[src/rtl/bcd_pkg.sv]
// Shared types and elaboration-time helpers for the sequential binary-to-BCD converter.
package bcd_pkg;

    // Converter FSM states
    typedef enum logic [1:0] {
        IDLE  = 2'd0,
        SHIFT = 2'd1,
        DONE  = 2'd2
    } bcd_state_e;

    // Width of one packed BCD digit
    localparam int BCD_DIGIT_W = 4;

    // 10^n as a 64-bit constant; DIGITS up to 10 needs more than 32 bits
    function automatic logic [63:0] pow10(input int n);
        logic [63:0] v;
        v = 64'd1;
        for (int i = 0; i < n; i++) begin
            v = v * 64'd10;
        end
        return v;
    endfunction

    // Bit counter width able to hold n-1, never narrower than one bit
    function automatic int cnt_w(input int n);
        return (n <= 2) ? 1 : $clog2(n);
    endfunction

endpackage

[src/rtl/bcd_digit_adj.sv]
// One BCD digit of the double-dabble correction: add 3 when the digit is 5 or more,
// so that the following left shift carries correctly into the next decimal digit.
import bcd_pkg::*;

module bcd_digit_adj (
    input  logic [BCD_DIGIT_W-1:0] i_digit,
    output logic [BCD_DIGIT_W-1:0] o_digit
);

    // Add-3 correction ahead of the shift
    always_comb begin
        o_digit = i_digit;
        if (i_digit >= 4'd5) begin
            o_digit = i_digit + 4'd3;
        end
    end

endmodule

[src/rtl/bin_to_bcd_seq.sv]
// Sequential binary-to-BCD converter (shift-add-3, one input bit per clock) with
// valid/ready handshakes on both sides, held results and overflow saturation to all 9s.
// Optional leading-zero blank mask is built only when BCD_LEADING_BLANK_EN is defined;
// otherwise blank_mask is tied to zero.
import bcd_pkg::*;

module bin_to_bcd_seq #(
    parameter int BIN_W  = 16,
    parameter int DIGITS = 5
) (
    input  logic                            clk,
    input  logic                            rst_n,
    input  logic                            in_valid,
    output logic                            in_ready,
    input  logic [BIN_W-1:0]                numero_in,
    output logic                            out_valid,
    input  logic                            out_ready,
    output logic [BCD_DIGIT_W*DIGITS-1:0]   bcd_out,
    output logic                            overflow,
    output logic [DIGITS-1:0]               blank_mask
);

    localparam int          ACC_W        = BCD_DIGIT_W * DIGITS;
    localparam int          CNT_W        = cnt_w(BIN_W);
    localparam logic [63:0] MAX_VAL      = pow10(DIGITS) - 64'd1;
    localparam logic [63:0] BIN_MAX      = (64'd1 << BIN_W) - 64'd1;
    // Overflow is only reachable when the input range exceeds the decimal range
    localparam bit          OVF_POSSIBLE = (MAX_VAL < BIN_MAX);
    localparam logic [ACC_W-1:0] ALL_NINES = {DIGITS{4'h9}};
    localparam logic [CNT_W-1:0] CNT_LOAD  = CNT_W'(BIN_W - 1);

    bcd_state_e         r_state;
    logic [BIN_W-1:0]   r_bin;
    logic [ACC_W-1:0]   r_acc;
    logic [CNT_W-1:0]   r_cnt;
    logic               r_ovf;
    logic               r_in_ready;
    logic               r_out_valid;
    logic [ACC_W-1:0]   r_bcd_out;
    logic               r_overflow;

    logic [ACC_W-1:0]   w_adj;
    logic [ACC_W-1:0]   w_acc_next;
    logic               w_ovf_in;

    // Per-digit add-3 correction on the current accumulator
    genvar g;
    generate
        for (g = 0; g < DIGITS; g++) begin : g_adj
            bcd_digit_adj u_adj (
                .i_digit (r_acc[BCD_DIGIT_W*g +: BCD_DIGIT_W]),
                .o_digit (w_adj[BCD_DIGIT_W*g +: BCD_DIGIT_W])
            );
        end
    endgenerate

    // Corrected accumulator shifted left, taking in the next binary MSB
    assign w_acc_next = {w_adj[ACC_W-2:0], r_bin[BIN_W-1]};

    // Overflow detection at load; collapses to 0 when it cannot happen
    generate
        if (OVF_POSSIBLE) begin : g_ovf
            logic [63:0] w_num_ext;
            assign w_num_ext = {{(64-BIN_W){1'b0}}, numero_in};
            assign w_ovf_in  = (w_num_ext > MAX_VAL);
        end else begin : g_no_ovf
            assign w_ovf_in = 1'b0;
        end
    endgenerate

`ifdef BCD_LEADING_BLANK_EN
    logic [DIGITS-1:0]  r_blank;
    logic [DIGITS-1:0]  w_blank;

    // Leading-zero mask of the final value; units digit never blanked
    always_comb begin
        logic w_run;
        w_blank = '0;
        w_run   = 1'b1;
        for (int k = DIGITS - 1; k >= 1; k--) begin
            w_run      = w_run && (w_acc_next[BCD_DIGIT_W*k +: BCD_DIGIT_W] == 4'd0);
            w_blank[k] = w_run && !r_ovf;
        end
    end

    assign blank_mask = r_blank;
`else
    assign blank_mask = '0;
`endif

    // Control FSM, shift datapath and registered result outputs
    always_ff @(posedge clk or negedge rst_n) begin
        if (!rst_n) begin
            r_state     <= IDLE;
            r_bin       <= '0;
            r_acc       <= '0;
            r_cnt       <= '0;
            r_ovf       <= 1'b0;
            r_in_ready  <= 1'b1;
            r_out_valid <= 1'b0;
            r_bcd_out   <= '0;
            r_overflow  <= 1'b0;
`ifdef BCD_LEADING_BLANK_EN
            r_blank     <= '0;
`endif
        end else begin
            case (r_state)
                IDLE: begin
                    if (in_valid && r_in_ready) begin
                        r_bin      <= numero_in;
                        r_acc      <= '0;
                        r_cnt      <= CNT_LOAD;
                        r_ovf      <= w_ovf_in;
                        r_in_ready <= 1'b0;
                        r_state    <= SHIFT;
                    end
                end
                SHIFT: begin
                    r_acc <= w_acc_next;
                    r_bin <= r_bin << 1;
                    if (r_cnt == '0) begin
                        // Last bit: publish the result in the same edge
                        r_state     <= DONE;
                        r_out_valid <= 1'b1;
                        r_bcd_out   <= r_ovf ? ALL_NINES : w_acc_next;
                        r_overflow  <= r_ovf;
`ifdef BCD_LEADING_BLANK_EN
                        r_blank     <= w_blank;
`endif
                    end else begin
                        r_cnt <= r_cnt - 1'b1;
                    end
                end
                DONE: begin
                    if (out_ready) begin
                        r_out_valid <= 1'b0;
                        r_in_ready  <= 1'b1;
                        r_state     <= IDLE;
                    end
                end
                default: begin
                    r_state     <= IDLE;
                    r_in_ready  <= 1'b1;
                    r_out_valid <= 1'b0;
                end
            endcase
        end
    end

    assign in_ready  = r_in_ready;
    assign out_valid = r_out_valid;
    assign bcd_out   = r_bcd_out;
    assign overflow  = r_overflow;

endmodule

[config.mk]
export PLATFORM = sky130hd
export DESIGN_NAME = bin_to_bcd_seq
export DESIGN_NICKNAME = d
export VERILOG_FILES = /design/src/rtl/bcd_pkg.sv /design/src/rtl/bcd_digit_adj.sv /design/src/rtl/bin_to_bcd_seq.sv
export SDC_FILE = /design/constraint.sdc
export NUM_CORES = 1
export LEC_CHECK = 0
export ABC_AREA = 1
export CORE_ASPECT_RATIO = 2
export CORE_MARGIN = 1
export CORE_UTILIZATION = 59
export DETAILED_ROUTE_END_ITERATION = 7
export MAX_ROUTING_LAYER = met4
export PLACE_DENSITY = 0.91
export SYNTH_ARGS = -nofsm -noshare
export SYNTH_HDL_FRONTEND = slang
export SYNTH_HIERARCHICAL = 1
export SYNTH_SLANG_ARGS = --single-unit
[constraint.sdc]
create_clock -name clk -period 3.97 [get_ports clk]
set_input_delay 0.794 -clock clk [delete_from_list [all_inputs] [get_ports clk]]
set_output_delay 0.794 -clock clk [all_outputs]
set_load 0.01 [all_outputs]
==> results of run 1 <==
==> per-layer routing <==
layer / global-route usage / vias up
met5: - / -
met2: 0.453 / 61
met4: 0.143 / 0
met3: 0.0412 / 10
met1: 0.254 / 1275
li1: - / 1390
==> per-stage QoR <==
| stage | setup slack (ns) | hold WS [ns] | instance area, um^2 | cells | utilization |
|---|---|---|---|---|---|
| detailed placement | 1.46 | 0.477 | 3780 | 508 | 0.685 |
| global placement | 1.52 | 0.464 | 3780 | 508 | 0.685 |
| finish | 1.73 | 0.487 | 3930 | 523 | 0.712 |
| CTS | 1.73 | 0.490 | 3930 | 523 | 0.712 |
| floorplan | 2.50 | 0.466 | 3440 | 428 | - |
| global route | 1.55 | 0.508 | 3930 | 523 | 0.712 |
==> final cells by class <==
type                            instances  share of cell area
Multi-Input combinational cell        275               0.365
Clock buffer                           14              0.0363
Tap cell                               60              0.0191
Inverter                               67              0.0647
Clock inverter                          1             0.00127
Timing Repair Buffer                   42               0.105
Sequential cell                        64               0.408
==> tightest hold or removal path: stages, from the launching register on <==
cell and delay, ns:
dfstp_2 0.38, inv_1 0.05, a21oi_1 0.06
==> where the power goes <==
group / internal (W) / switching [W] / total (W)
Sequential: 0.000943 / 0.000193 / 0.00114
Combinational: 0.000628 / 0.00101 / 0.00163
Clock: 0.000223 / 0.000225 / 0.000448
==> flip-flops by register name, summed over array words and instances (netlist names) <==
name,flops
bcd_out,20
r_cnt,4
r_bin,16
r_acc,20
in_ready,1
r_state,2
out_valid,1
==> final timing paths <==
path	slack, ns	end	start
worst min register to register	0.49	in_ready	in_ready
worst max-delay path	1.73	r_bin[6]	in_valid
max in group asynchronous	2.54	r_cnt[2]	rst_n
worst max register to register	2.13	r_bin[6]	r_state[1]
worst min-delay path	0.49	in_ready	in_ready
min in group asynchronous	0.58	bcd_out[16]	rst_n
==> layout by cell type (no fill, tap or decap), types with 10 or more instances in the layout <==
cell / count
clkdlybuf4s50_1: 40
dfrtp_1: 63
ha_1: 11
inv_1: 60
nand2_1: 94
nand3_1: 28
nor2_1: 22
nor2_4: 10
o21ai_0: 50
o21ai_1: 33
==> results.md, run 1 <==
- Required @ worst endpoint: about 4.2 ns
- Die width: around 56 um
- Area of the core: between 5000 and 6000 um^2
- TritonCTS clock tree: done
- Critical Path, Cell by Cell: clkdlybuf4s50_1, nand2_1, inv_1, nand2_2, nand2_2, nand2_1, o21ai_0
- Layout cells sized above 1: 0.106
- Crit path time final: 2.24 ns
- Post-CTS setup buffers: 0
- Hold path cells: 2
- Number of max-cap violations: 0
- RSZ-0062 raised after global routing: false
- Final Slew Violations: 0
- FILL cells: 401
- Hold buffers post-CTS: 0
- Total grt overflow: 0
- Met3 wire length: between 200 and 250 um
- Clock Sinks: 64
- Slew HR: 0.396
- Hold Fails Final Rpt: 0
- CP max stage delay: roughly 0.42 ns
- Largest net degree at the start of global routing: 73
- Die height: approximately 110 um
- Deepest clock path buffer count: 2
- Clk Latency, worst-skew pair: around 0.34 ns
- Min-Delay Path Class: reg2reg
- Critical path class: in2reg
- Starting DRT DRC Count: 107
- PortBufs: 41
- Worst setup SP type: primary input
- Peak Freq: between 0.4 and 0.5 GHz
- Tightest Pin Transition: ~0.9 ns
- CP max-delay cell: nand2_2
- R2R cell count: 5
- CP Data Arrival Time: roughly 2.4 ns
- Vias in the first global route: ~2800
- Tot Pwr: about 0.0032 W
- Setup Skew: 0.00514 ns
- H-tree levels: 3
- Vias/cell: roughly 5.2
- Post-route setup TNS: 0 ns
- Drt wl/cell: around 12 um
- Stages on the worst setup path: 7
- Antenna Cells: 0
- Antenna violations before repair: 0
- DR pass1 iterations: 5
- First-pass GRT wire length: between 10000 and 15000 um
- Num CTS Buffers: 9
- DR WL met2: ~3600 um
- Final period util: 0.563
- Yosys Warn Count: 6
- DR vias: 2736
- Max FO, Critical Path: 31
- Syn Inst Count: between 400 and 500
- Residual DRC: 0
- Cell family with most CP delay: simple AND/OR/NAND/NOR gates
- GRT Util Overall: 0.250
- Syn avg cell area: around 8.1 um^2
- IO Count: 48
- Full die area: 6120 um^2
- Effective utilization at floorplan: 0.620
- Final WL: ~6500 um
- Row count: 38
- CTS resizes: 0
- Routability cong.: approximately 0.81
- VDD IR-drop max: about 780 uV
- Leak pwr: 1.88 nW
- M1 wire length: roughly 2500 um
- Bufs and invs on worst path: 2
- Area occupied by registers: ~1600 um^2
- Root Buffer: clkbuf_8
- Clock slew at reported path FFs: 0.06 ns
- Pwr dens: slightly above 800 nW/um^2
- Antenna viol nets, final: 0
- Area of the multi-input gates: 1430 um^2
- # setup viols final: 0
- Detailed-placement wirelength estimate: roughly 4500 um
- CP Capture Type: register
- Status: complete, no violations
- Cell area after synthesis: ~3400 um^2
- Fin nets: slightly below 500
- Area Overhead vs Synth: 14.9%
- Top sig layer: met4
Note: power is estimated with default switching activity, not from simulation.
==> run 2: changes to the inputs <==
--- a/config.mk
+++ b/config.mk
@@ -8,10 +8,10 @@
 export ABC_AREA = 1
 export CORE_ASPECT_RATIO = 2
 export CORE_MARGIN = 1
-export CORE_UTILIZATION = 59
+export CORE_UTILIZATION = 49
 export DETAILED_ROUTE_END_ITERATION = 7
 export MAX_ROUTING_LAYER = met4
-export PLACE_DENSITY = 0.91
+export PLACE_DENSITY = 0.82
 export SYNTH_ARGS = -nofsm -noshare
 export SYNTH_HDL_FRONTEND = slang
 export SYNTH_HIERARCHICAL = 1
==> constraint.sdc (replaced) <==
create_clock -name clk -period 1.85 [get_ports clk]
set_input_delay 0.37 -clock clk [delete_from_list [all_inputs] [get_ports clk]]
set_output_delay 0.37 -clock clk [all_outputs]
set_load 0.01 [all_outputs]
==> run 2 against run 1 <==
Compared with the run above: combinational power is 120% higher; global-route usage shrank 3.8 points; design area up 7.0%; sequential cell count did not move; register-to-register slack worse by 1.9 ns; die area grew 20%; final cell count rose by 5.9%; clock skew fell by 0.0012 ns; critical endpoint is now in_ready; largest cell class unchanged; largest power group unchanged.
==> results.md, run 2 (same netlist as run 1, synthesis figures left out) <==
- Status: complete, no violations
- # setup viols final: 0
- CP Capture Type: output pin
- Starting DRT DRC Count: 100
- IO Count: 48
- Die height: 120 um
- Setup Skew: 0.00396 ns
- Fin nets: approximately 490
- Largest net degree at the start of global routing: between 60 and 70
- CP max-delay cell: dfstp_2
- Post-route setup TNS: 0 ns
- Max FO, Critical Path: 3
- Top sig layer: met4
- Tot Pwr: 0.00786 W
- CP max stage delay: 0.54 ns
- Hold buffers post-CTS: 0
- Area of the core: 6670 um^2
- Critical path class: reg2out
- GRT Util Overall: 0.213
- Full die area: approximately 7300 um^2
- Clk Latency, worst-skew pair: roughly 0.33 ns
- DR WL met2: 3380 um
- Critical Path, Cell by Cell: clkdlybuf4s50_1
- Total grt overflow: 0
- DR vias: 2754
- Cell family with most CP delay: flip-flops
- Layout cells sized above 1: 0.122
- Clock slew at reported path FFs: about 0.05 ns
- Hold Fails Final Rpt: 0
- Min-Delay Path Class: in2async
- Post-CTS setup buffers: 0
- Crit path time final: 1.77 ns
- Drt wl/cell: 11.4 um
- Leak pwr: approximately 2 nW
- Area Overhead vs Synth: 23.0%
- Routability cong.: approximately 0.8
- DR pass1 iterations: 4
- Met3 wire length: between 150 and 200 um
- Deepest clock path buffer count: 2
- Root Buffer: clkbuf_16
- Peak Freq: between 0.5 and 0.6 GHz
- Flop2flop setup slack: 0.26 ns
- RSZ-0062 raised after global routing: false
- Residual DRC: 0
- Final WL: 6310 um
- Worst setup SP type: register
- Row count: 42
- Most frequent cells in the layout: nand2_1, dfrtp_1, inv_1
- Vias in the first global route: between 2000 and 3000
- PortBufs: slightly above 40
- Number of max-cap violations: 0
- Pwr dens: roughly 1900 nW/um^2
- VDD IR-drop max: 1380 uV
- Detailed-placement wirelength estimate: roughly 4400 um
- CP Data Arrival Time: 1.40 ns
- Die width: around 60 um
- Antenna viol nets, final: 0
- Num CTS Buffers: 9
- TritonCTS clock tree: done
- Vias/cell: just under 5
- Required @ worst endpoint: roughly 1.5 ns
- CTS resizes: 0
- Bufs and invs on worst path: 1
- Commonest non-fill, non-tap cell in the layout: nand2_1
- FILL cells: about 600
- First-pass GRT wire length: 11300 um
- Final Slew Violations: 0
- Effective utilization at floorplan: 0.512
- Final period util: 0.959
- H-tree levels: 3
- Clock Sinks: 64
- Antenna Cells: 0
- M1 wire length: roughly 2600 um
- Antenna violations before repair: 0
run 2: cell types whose count changed in the layout (fill, tap and decap cells not counted), sizes merged:
cell	before	now
buf	2	5
bufinv	0	2
clkinv	1	0
clkbuf	14	13
run 2: report_power, final:
part	internal [W]	switching [W]	leakage (nW)
registers	0.00202	0.000398	0.814
logic	0.00142	0.00212	1.02
clock network	0.00132	0.000578	0.168
total	0.00476	0.00310	2.00
run 2: worst paths after layout:
kind	from	endpoint	cells after the start
max in group asynchronous	rst_n	in_ready	2
hold / removal	rst_n	r_acc[16]	2
min in group clk	bcd_out[9]	bcd_out[9]	2
setup reg to reg	r_state[1]	bcd_out[8]	6
hold reg to reg	bcd_out[9]	bcd_out[9]	2
setup / recovery	in_ready	in_ready	1
run 2: final cells by class:
type / count / area (um^2) / share of cell area
clock buffer: 13 / 280 / 0.0667
clock inverter: 2 / 60.1 / 0.0143
sequential: 64 / 1600 / 0.381
timing repair buffer: 45 / 460 / 0.110
tap: 88 / 110 / 0.0262
multi-input combinational: 275 / 1430 / 0.341
inverter: 67 / 254 / 0.0605
run 2: per-stage QoR:
| step | std cells | utilization | area, um^2 | setup WS [ns] | hold slack, ns |
|---|---|---|---|---|---|
| after global placement | 539 | 0.579 | 3860 | 0.230 | 0.405 |
| after floorplan | 428 | - | 3440 | 0.592 | 0.0744 |
| after detailed placement | 539 | 0.579 | 3860 | 0.204 | 0.418 |
| final | 554 | 0.630 | 4200 | 0.0755 | 0.0500 |
| after global routing | 554 | 0.630 | 4200 | 0.0380 | 0.0844 |
| after CTS | 554 | 0.630 | 4200 | 0.0558 | 0.0601 |
run 2: metal layers:
metal | track usage | up-vias
met5 | - | -
met4 | 0.111 | 0
met3 | 0.0485 | 11
met2 | 0.340 | 50
met1 | 0.239 | 1295
li1 | - | 1398
